### config.mk
export PLATFORM = sky130hd
export DESIGN_NAME = switch_debounce_fsm
export DESIGN_NICKNAME = d
export VERILOG_FILES = /design/src/rtl/switch_debounce_fsm.sv
export SDC_FILE = /design/constraint.sdc
export NUM_CORES = 1
export LEC_CHECK = 0
export CAP_MARGIN = 5
export CORE_MARGIN = 2
export CORE_UTILIZATION = 40
export CTS_CLUSTER_DIAMETER = 40
export CTS_CLUSTER_SIZE = 25
export DETAILED_ROUTE_END_ITERATION = 16
export GPL_TIMING_DRIVEN = 1
export SLEW_MARGIN = 10
export SYNTH_ARGS = -nofsm -noshare
export SYNTH_HDL_FRONTEND = slang
export SYNTH_SLANG_ARGS = --single-unit
### constraint.sdc
create_clock -name clk -period 6.39 [get_ports clk]
set_input_delay 0.9585 -clock clk [delete_from_list [all_inputs] [get_ports clk]]
set_output_delay 0.9585 -clock clk [all_outputs]
set_load 0.005 [all_outputs]
### src/rtl/switch_debounce_fsm.sv
// ============================================================================
// switch_debounce_fsm
// ----------------------------------------------------------------------------
// Purpose:
//   Turns a raw, bouncing mechanical switch input into a clean level that
//   downstream logic (typically a rising-edge detector fed through its
//   `level` input) can trust. The pin is first brought into the clk domain
//   through a two-flop synchroniser. A four-state machine then only accepts
//   a change of level once the synchronised input has held the new value
//   for STABLE_CYCLES consecutive clocks. A one-cycle strobe is also
//   produced on every accepted press, for consumers that do not use an
//   external edge detector.
//
// Parameters:
//   STABLE_CYCLES : clocks the synchronised input must remain constant
//                   before a change is accepted (>= 1). The default gives
//                   20 ms at 100 MHz.
//
// Ports:
//   clk      : system clock; every flop updates on its rising edge.
//   reset_n  : synchronous, active-low reset, sampled on the clk edge.
//   sw       : raw asynchronous switch input; may bounce or glitch.
//   db_level : debounced level (1 while the switch is considered pressed).
//   db_tick  : one-cycle pulse coincident with the first cycle of db_level=1
//              after an accepted press; never pulses on a release or on a
//              recovery from a short low glitch.
// ============================================================================
module switch_debounce_fsm #(
    parameter int STABLE_CYCLES = 2_000_000
) (
    input  logic clk,
    input  logic reset_n,
    input  logic sw,
    output logic db_level,
    output logic db_tick
);

    // Counter width is derived from the stability window so that the value
    // STABLE_CYCLES-1 always fits; it is not meant to be overridden.
    localparam int CNT_W = (STABLE_CYCLES < 1) ? 1 : $clog2(STABLE_CYCLES + 1);

    // Value loaded on entry to a WAIT state. Counting down to zero and then
    // spending one more cycle to make the decision gives a WAIT residency of
    // exactly STABLE_CYCLES clocks when the input stays put.
    localparam logic [CNT_W-1:0] CNT_LOAD = CNT_W'(STABLE_CYCLES - 1);

    // ZERO  : settled low, watching for the input to go high.
    // WAIT1 : input went high, timing how long it stays high.
    // ONE   : settled high, watching for the input to go low.
    // WAIT0 : input went low, timing how long it stays low.
    typedef enum logic [1:0] {
        ZERO  = 2'b00,
        WAIT1 = 2'b01,
        ONE   = 2'b10,
        WAIT0 = 2'b11
    } state_t;

    state_t           state_reg;
    logic [CNT_W-1:0] cnt;
    logic             sync1;
    logic             sw_sync;
    logic             db_level_reg;
    logic             db_tick_reg;

    // Single sequential process holding the synchroniser, the state machine,
    // the stability counter and both registered outputs.
    //
    // The synchroniser stages shift unconditionally (outside reset) so the
    // state machine always looks at a value that has had a full clock to
    // resolve any metastability; it never sees sw directly.
    //
    // db_level is kept as its own flop rather than decoded from state_reg so
    // the pin leaving the block cannot glitch while the state bits change.
    // It is updated on exactly the transitions that move between the low
    // pair of states (ZERO/WAIT1) and the high pair (ONE/WAIT0), which keeps
    // it equal to "state is ONE or WAIT0" at all times.
    //
    // db_tick defaults low every cycle and is only raised on the
    // WAIT1->ONE decision, so it lines up with the first cycle of
    // db_level=1 and lasts exactly one clock. A return from WAIT0 to ONE is
    // a low glitch on an already-high level and deliberately produces no
    // tick.
    //
    // Every entry into a WAIT state reloads the counter, so a bounce that
    // sends the machine back to its settled state throws away any partial
    // count instead of letting it accumulate across bounces.
    always_ff @(posedge clk) begin
        if (!reset_n) begin
            sync1        <= 1'b0;
            sw_sync      <= 1'b0;
            state_reg    <= ZERO;
            cnt          <= '0;
            db_level_reg <= 1'b0;
            db_tick_reg  <= 1'b0;
        end else begin
            sync1       <= sw;
            sw_sync     <= sync1;
            db_tick_reg <= 1'b0;

            case (state_reg)
                ZERO: begin
                    if (sw_sync) begin
                        state_reg <= WAIT1;
                        cnt       <= CNT_LOAD;
                    end
                end

                WAIT1: begin
                    if (!sw_sync) begin
                        state_reg <= ZERO;
                    end else if (cnt != '0) begin
                        cnt <= cnt - 1'b1;
                    end else begin
                        state_reg    <= ONE;
                        db_level_reg <= 1'b1;
                        db_tick_reg  <= 1'b1;
                    end
                end

                ONE: begin
                    if (!sw_sync) begin
                        state_reg <= WAIT0;
                        cnt       <= CNT_LOAD;
                    end
                end

                WAIT0: begin
                    if (sw_sync) begin
                        state_reg <= ONE;
                    end else if (cnt != '0) begin
                        cnt <= cnt - 1'b1;
                    end else begin
                        state_reg    <= ZERO;
                        db_level_reg <= 1'b0;
                    end
                end

                // All four encodings are used today, but if the state type is
                // ever widened any stray value falls back to the safe low
                // state with a consistent output.
                default: begin
                    state_reg    <= ZERO;
                    cnt          <= '0;
                    db_level_reg <= 1'b0;
                end
            endcase
        end
    end

    // Outputs come straight from flops.
    assign db_level = db_level_reg;
    assign db_tick  = db_tick_reg;

endmodule

==> results.txt <==
For this configuration, the core starts out at a cell density of 41.7%. The critical path endpoint category is a flip-flop. At the placement stage, the worst setup path has a slack of ~3700 ps.

Wires add up to 2.83 mm. The cell family with the largest share of critical-path delay is simple AND/OR/NAND/NOR gates. The largest total area in the synthesized netlist belongs to sky130_fd_sc_hd__dfxtp_1. The switching portion of total power is 33.4%. The number of port buffers is 4. The signed area change from the synthesized netlist to the final layout came out at 4.85%. The flow ran to the end, and the final reports show no timing, DRC or antenna violations. The buffer and inverter count on the worst path came out at 0. During synthesis, Yosys emitted a total of 0 warnings. The part of the power in combinational logic came out at approximately a quarter. The wire length of the first global-routing pass is 5.20 mm. The max-slew violation count came out at 0. The number of cells on the critical path is 5.

The register with the most flip-flops is cnt. The post-route clock skew is 3.87 ps. The tree is rooted in a sky130_fd_sc_hd__clkbuf_4.

The number of buffers created by CTS came out at 3. The number of distinct standard cells referenced by the synthesized netlist is 40. The critical setup path kind is flip-flop to flip-flop. The average footprint of a synthesized cell came out at just under 9 um^2. In this run the power spent charging and discharging nets is around 0.12 mW. The fraction of the cycle the final worst path needs is approximately 43%. The overall routing resource usage came out at 16.0%. The power density over the cells is around 240 nW/um^2. The worst pin sits at a relative slew slack of 48.4%. The start point of the worst hold path is sync1. The number of endpoints failing setup at the final stage is 0. Detailed placement finished with a half-perimeter wire length of approximately 2.0 mm. The post-CTS setup buffer count came out at 0. The number of gates resized after CTS came out at 0. The die is 63.0 um tall. In this run the worst setup path begins at cnt[2].

For the finished layout, the period the worst path requires is 2770 ps. The count of endpoints failing hold in the final timing report is 0. The number of enable-type register cells in the synthesized netlist came out at 0.

The number of maximum-capacitance constraint violations is 0. Summing all placed instances gives a cell area of 1430 um^2. The number of placement rows came out at 21. The upper clock frequency limit came out at 0.361 GHz. After layout, the design draws a total of 0.358 mW. Buffers inserted to repair hold after CTS numbered 0.

Including well taps, the total number of placed cells is 198. The floorplan step set the die width to 63.0 um. The synthesized flop and latch total came out at 27. The clock latency on the worst-skew pair came out at 340 ps. Setup total negative slack on the finished layout was measured at 0 ps.

Data on the critical path is required at its endpoint by 6640 ps. The reported leakage power came out at 0.485 nW. The worst path meets setup with 3620 ps of slack. The commonest cells after synthesis are sky130_fd_sc_hd__dfxtp_1 (27), sky130_fd_sc_hd__a21oi_1 (10), sky130_fd_sc_hd__nor2_1 (10).

During I/O placement, the number of pins put on the boundary was 5. The largest net degree at the start of global routing is 22. The worst-case vdd ir drop came out at 0.151 mV. The finished layout cell area came out at about 1500 um^2.

The core region is 3340 um^2. The total number of clock tree sinks is 27. The data arrival at the endpoint of the critical path is 3020 ps.

The detailed-route vias per instance came out at about 5.7. The internal power component is 0.238 mW. The non-filler instance count after layout is around 200. The depth of the CTS H-tree is 1. The count of nets after finishing came out at 162. The post-synthesis instance area is 1390 um^2.

The post-synthesis net count is 161. The TritonCTS clock tree is yes. The number of antenna-violating nets in the routed design came out at 0. The floorplan step defined a die boundary enclosing 3970 um^2. Summed over all layers, the global routing overflow is 0.

Dividing the detail-routed wire length by the instance count gives approximately 14 um. By area the synthesized netlist is led by sky130_fd_sc_hd__dfxtp_1 (39%), sky130_fd_sc_hd__o21a_1 (4.3%), sky130_fd_sc_hd__or4_1 (3.8%), sky130_fd_sc_hd__o31a_1 (3.8%), sky130_fd_sc_hd__xnor2_1 (3.8%). The worst register-to-register path has a depth of 5.

The initial antenna violation count is 0. Walking the worst path, the cells encountered are nor4_2 -> nand4_1 -> o21ai_2 -> nor3_1 -> o31a_1. Clock-pin slew was measured on the worst setup and hold paths at 150 ps.

Setup repair after global routing left no endpoint under its margin. The proportion of power drawn by flip-flops and latches is 53.6%. The share of flip-flops with an asynchronous set or reset is 0%. The iteration count of the initial detailed-routing pass is 4.

The register with the most flip-flops in the layout has 21 of them. The count of unresolved DRC violations after routing came out at 0. In this run the worst setup path terminates at cnt[5].

The worst hold slack is 459 ps. For this design, the slowest cell found on the critical path is sky130_fd_sc_hd__o21ai_2. The top-area cell type share of the netlist area came out at 38.8%. In this run the worst path has a maximum fanout of 21. The cell count after synthesis came out at roughly 160. The most used flip-flop cell after synthesis is sky130_fd_sc_hd__dfxtp_1.

The final design utilization came out at between 40% and 50%. Across all layers, the routed design uses 1142 vias. The internal reg-to-reg setup slack came out at 3620 ps. The capture instance of the worst register-to-register path is cnt[5]. Cells with a size suffix above 1 make up 9.62% of the layout. The part of the Yosys area used for sequential elements came out at about two fifths. At the pin with the least slew margin, the transition time is 774 ps. sky130_fd_sc_hd__dfxtp_1 is the most common cell in the netlist. The min-delay analysis places its worst path in the category flip-flop to flip-flop.

The startpoint identified for the worst register-to-register timing path is cnt[2]. The clock passes through at most 2 buffers. The largest single stage delay on the critical path is 790 ps. The clock network is responsible for 22.0% of the overall power.

The worst setup path is launched from a flip-flop. The final RePlAce weighted congestion is 0.773. The count of inserted antenna diode cells came out at 0.

In this run, the number of DRC markers left after iteration 0 of detailed routing was 27. The via count of the first global-routing pass is 1150.
==> worst min path at each step <==
stage / slack (ps) / endpoint / cells after the start
global placement: 420 / sw_sync / 1
global route: 480 / sw_sync / 1
detailed placement: 430 / sw_sync / 1
CTS: 470 / sw_sync / 1
finish: 460 / sw_sync / 1
floorplan: 410 / sw_sync / 1
==> cells by family (layout without fill, tap and decap cells) <==
| logic type | count (synthesis) | in the layout | synth area share [%] |
|---|---|---|---|
| AO/OA/AOI/OAI | 43 | 43 | 21.9 |
| XOR/XNOR | 10 | 10 | 6.29 |
| adder cells (fa/ha/maj) | 2 | 2 | 1.80 |
| buffers and inverters | 11 | 11 | 5.12 |
| flip-flops | 27 | 27 | 38.8 |
| AND/OR/NAND/NOR | 63 | 63 | 26.1 |
==> power by group through the flow <==
stage          Clock (mW)  Sequential [mW]  Combinational, mW
4_1_cts            0.0811            0.192             0.0868
3_5_place_dp            0            0.195             0.0864
6_report           0.0785            0.192             0.0873
5_1_grt            0.0875            0.194             0.0988
2_1_floorplan           0            0.192             0.0741
3_3_place_gp            0            0.195             0.0852
==> final cells by class <==
cell class | instances | area (um^2)
timing repair buffer | 4 | 40.0
multi-input combinational | 118 | 781
clock inverter | 1 | 7.51
fill | 337 | 1880
clock buffer | 3 | 22.5
tap | 46 | 57.6
sequential | 27 | 541
inverter | 3 | 11.3
==> routing by layer <==
metal | GRT usage [%] | wire length (um) | vias up
met3 | 1.98 | 55 | 5
met2 | 27.0 | 1340 | 16
met1 | 20.4 | 1390 | 538
met5 | 0 | 0 | -
li1 | - | - | 583
met4 | 6.67 | 44 | 0
==> placed cells by master (no fill, tap or decap), types with 2 or more instances in the layout <==
cell                              Yosys  routed
sky130_fd_sc_hd__a21oi_1             10      10
sky130_fd_sc_hd__and2_1               2       2
sky130_fd_sc_hd__clkbuf_4             0       3
sky130_fd_sc_hd__clkdlybuf4s50_1      0       4
sky130_fd_sc_hd__dfxtp_1             27      27
sky130_fd_sc_hd__ha_1                 2       2
sky130_fd_sc_hd__inv_1                3       3
sky130_fd_sc_hd__nand2_1              7       7
sky130_fd_sc_hd__nand3_1              6       6
sky130_fd_sc_hd__nand3b_1             2       2
sky130_fd_sc_hd__nand4_1              5       5
sky130_fd_sc_hd__nor2_1              10      10
sky130_fd_sc_hd__nor3_1               8       8
sky130_fd_sc_hd__nor4_1               4       4
sky130_fd_sc_hd__o211ai_1             3       3
sky130_fd_sc_hd__o21a_1               8       8
sky130_fd_sc_hd__o21ai_0              2       2
sky130_fd_sc_hd__o21ai_1              4       4
sky130_fd_sc_hd__o31a_1               6       6
sky130_fd_sc_hd__o31ai_1              4       4
sky130_fd_sc_hd__or2_2                3       3
sky130_fd_sc_hd__or3_1                2       2
sky130_fd_sc_hd__or4_1                7       7
sky130_fd_sc_hd__xnor2_1              6       6
sky130_fd_sc_hd__xor2_1               4       4
(Power assumes the default switching activity.)
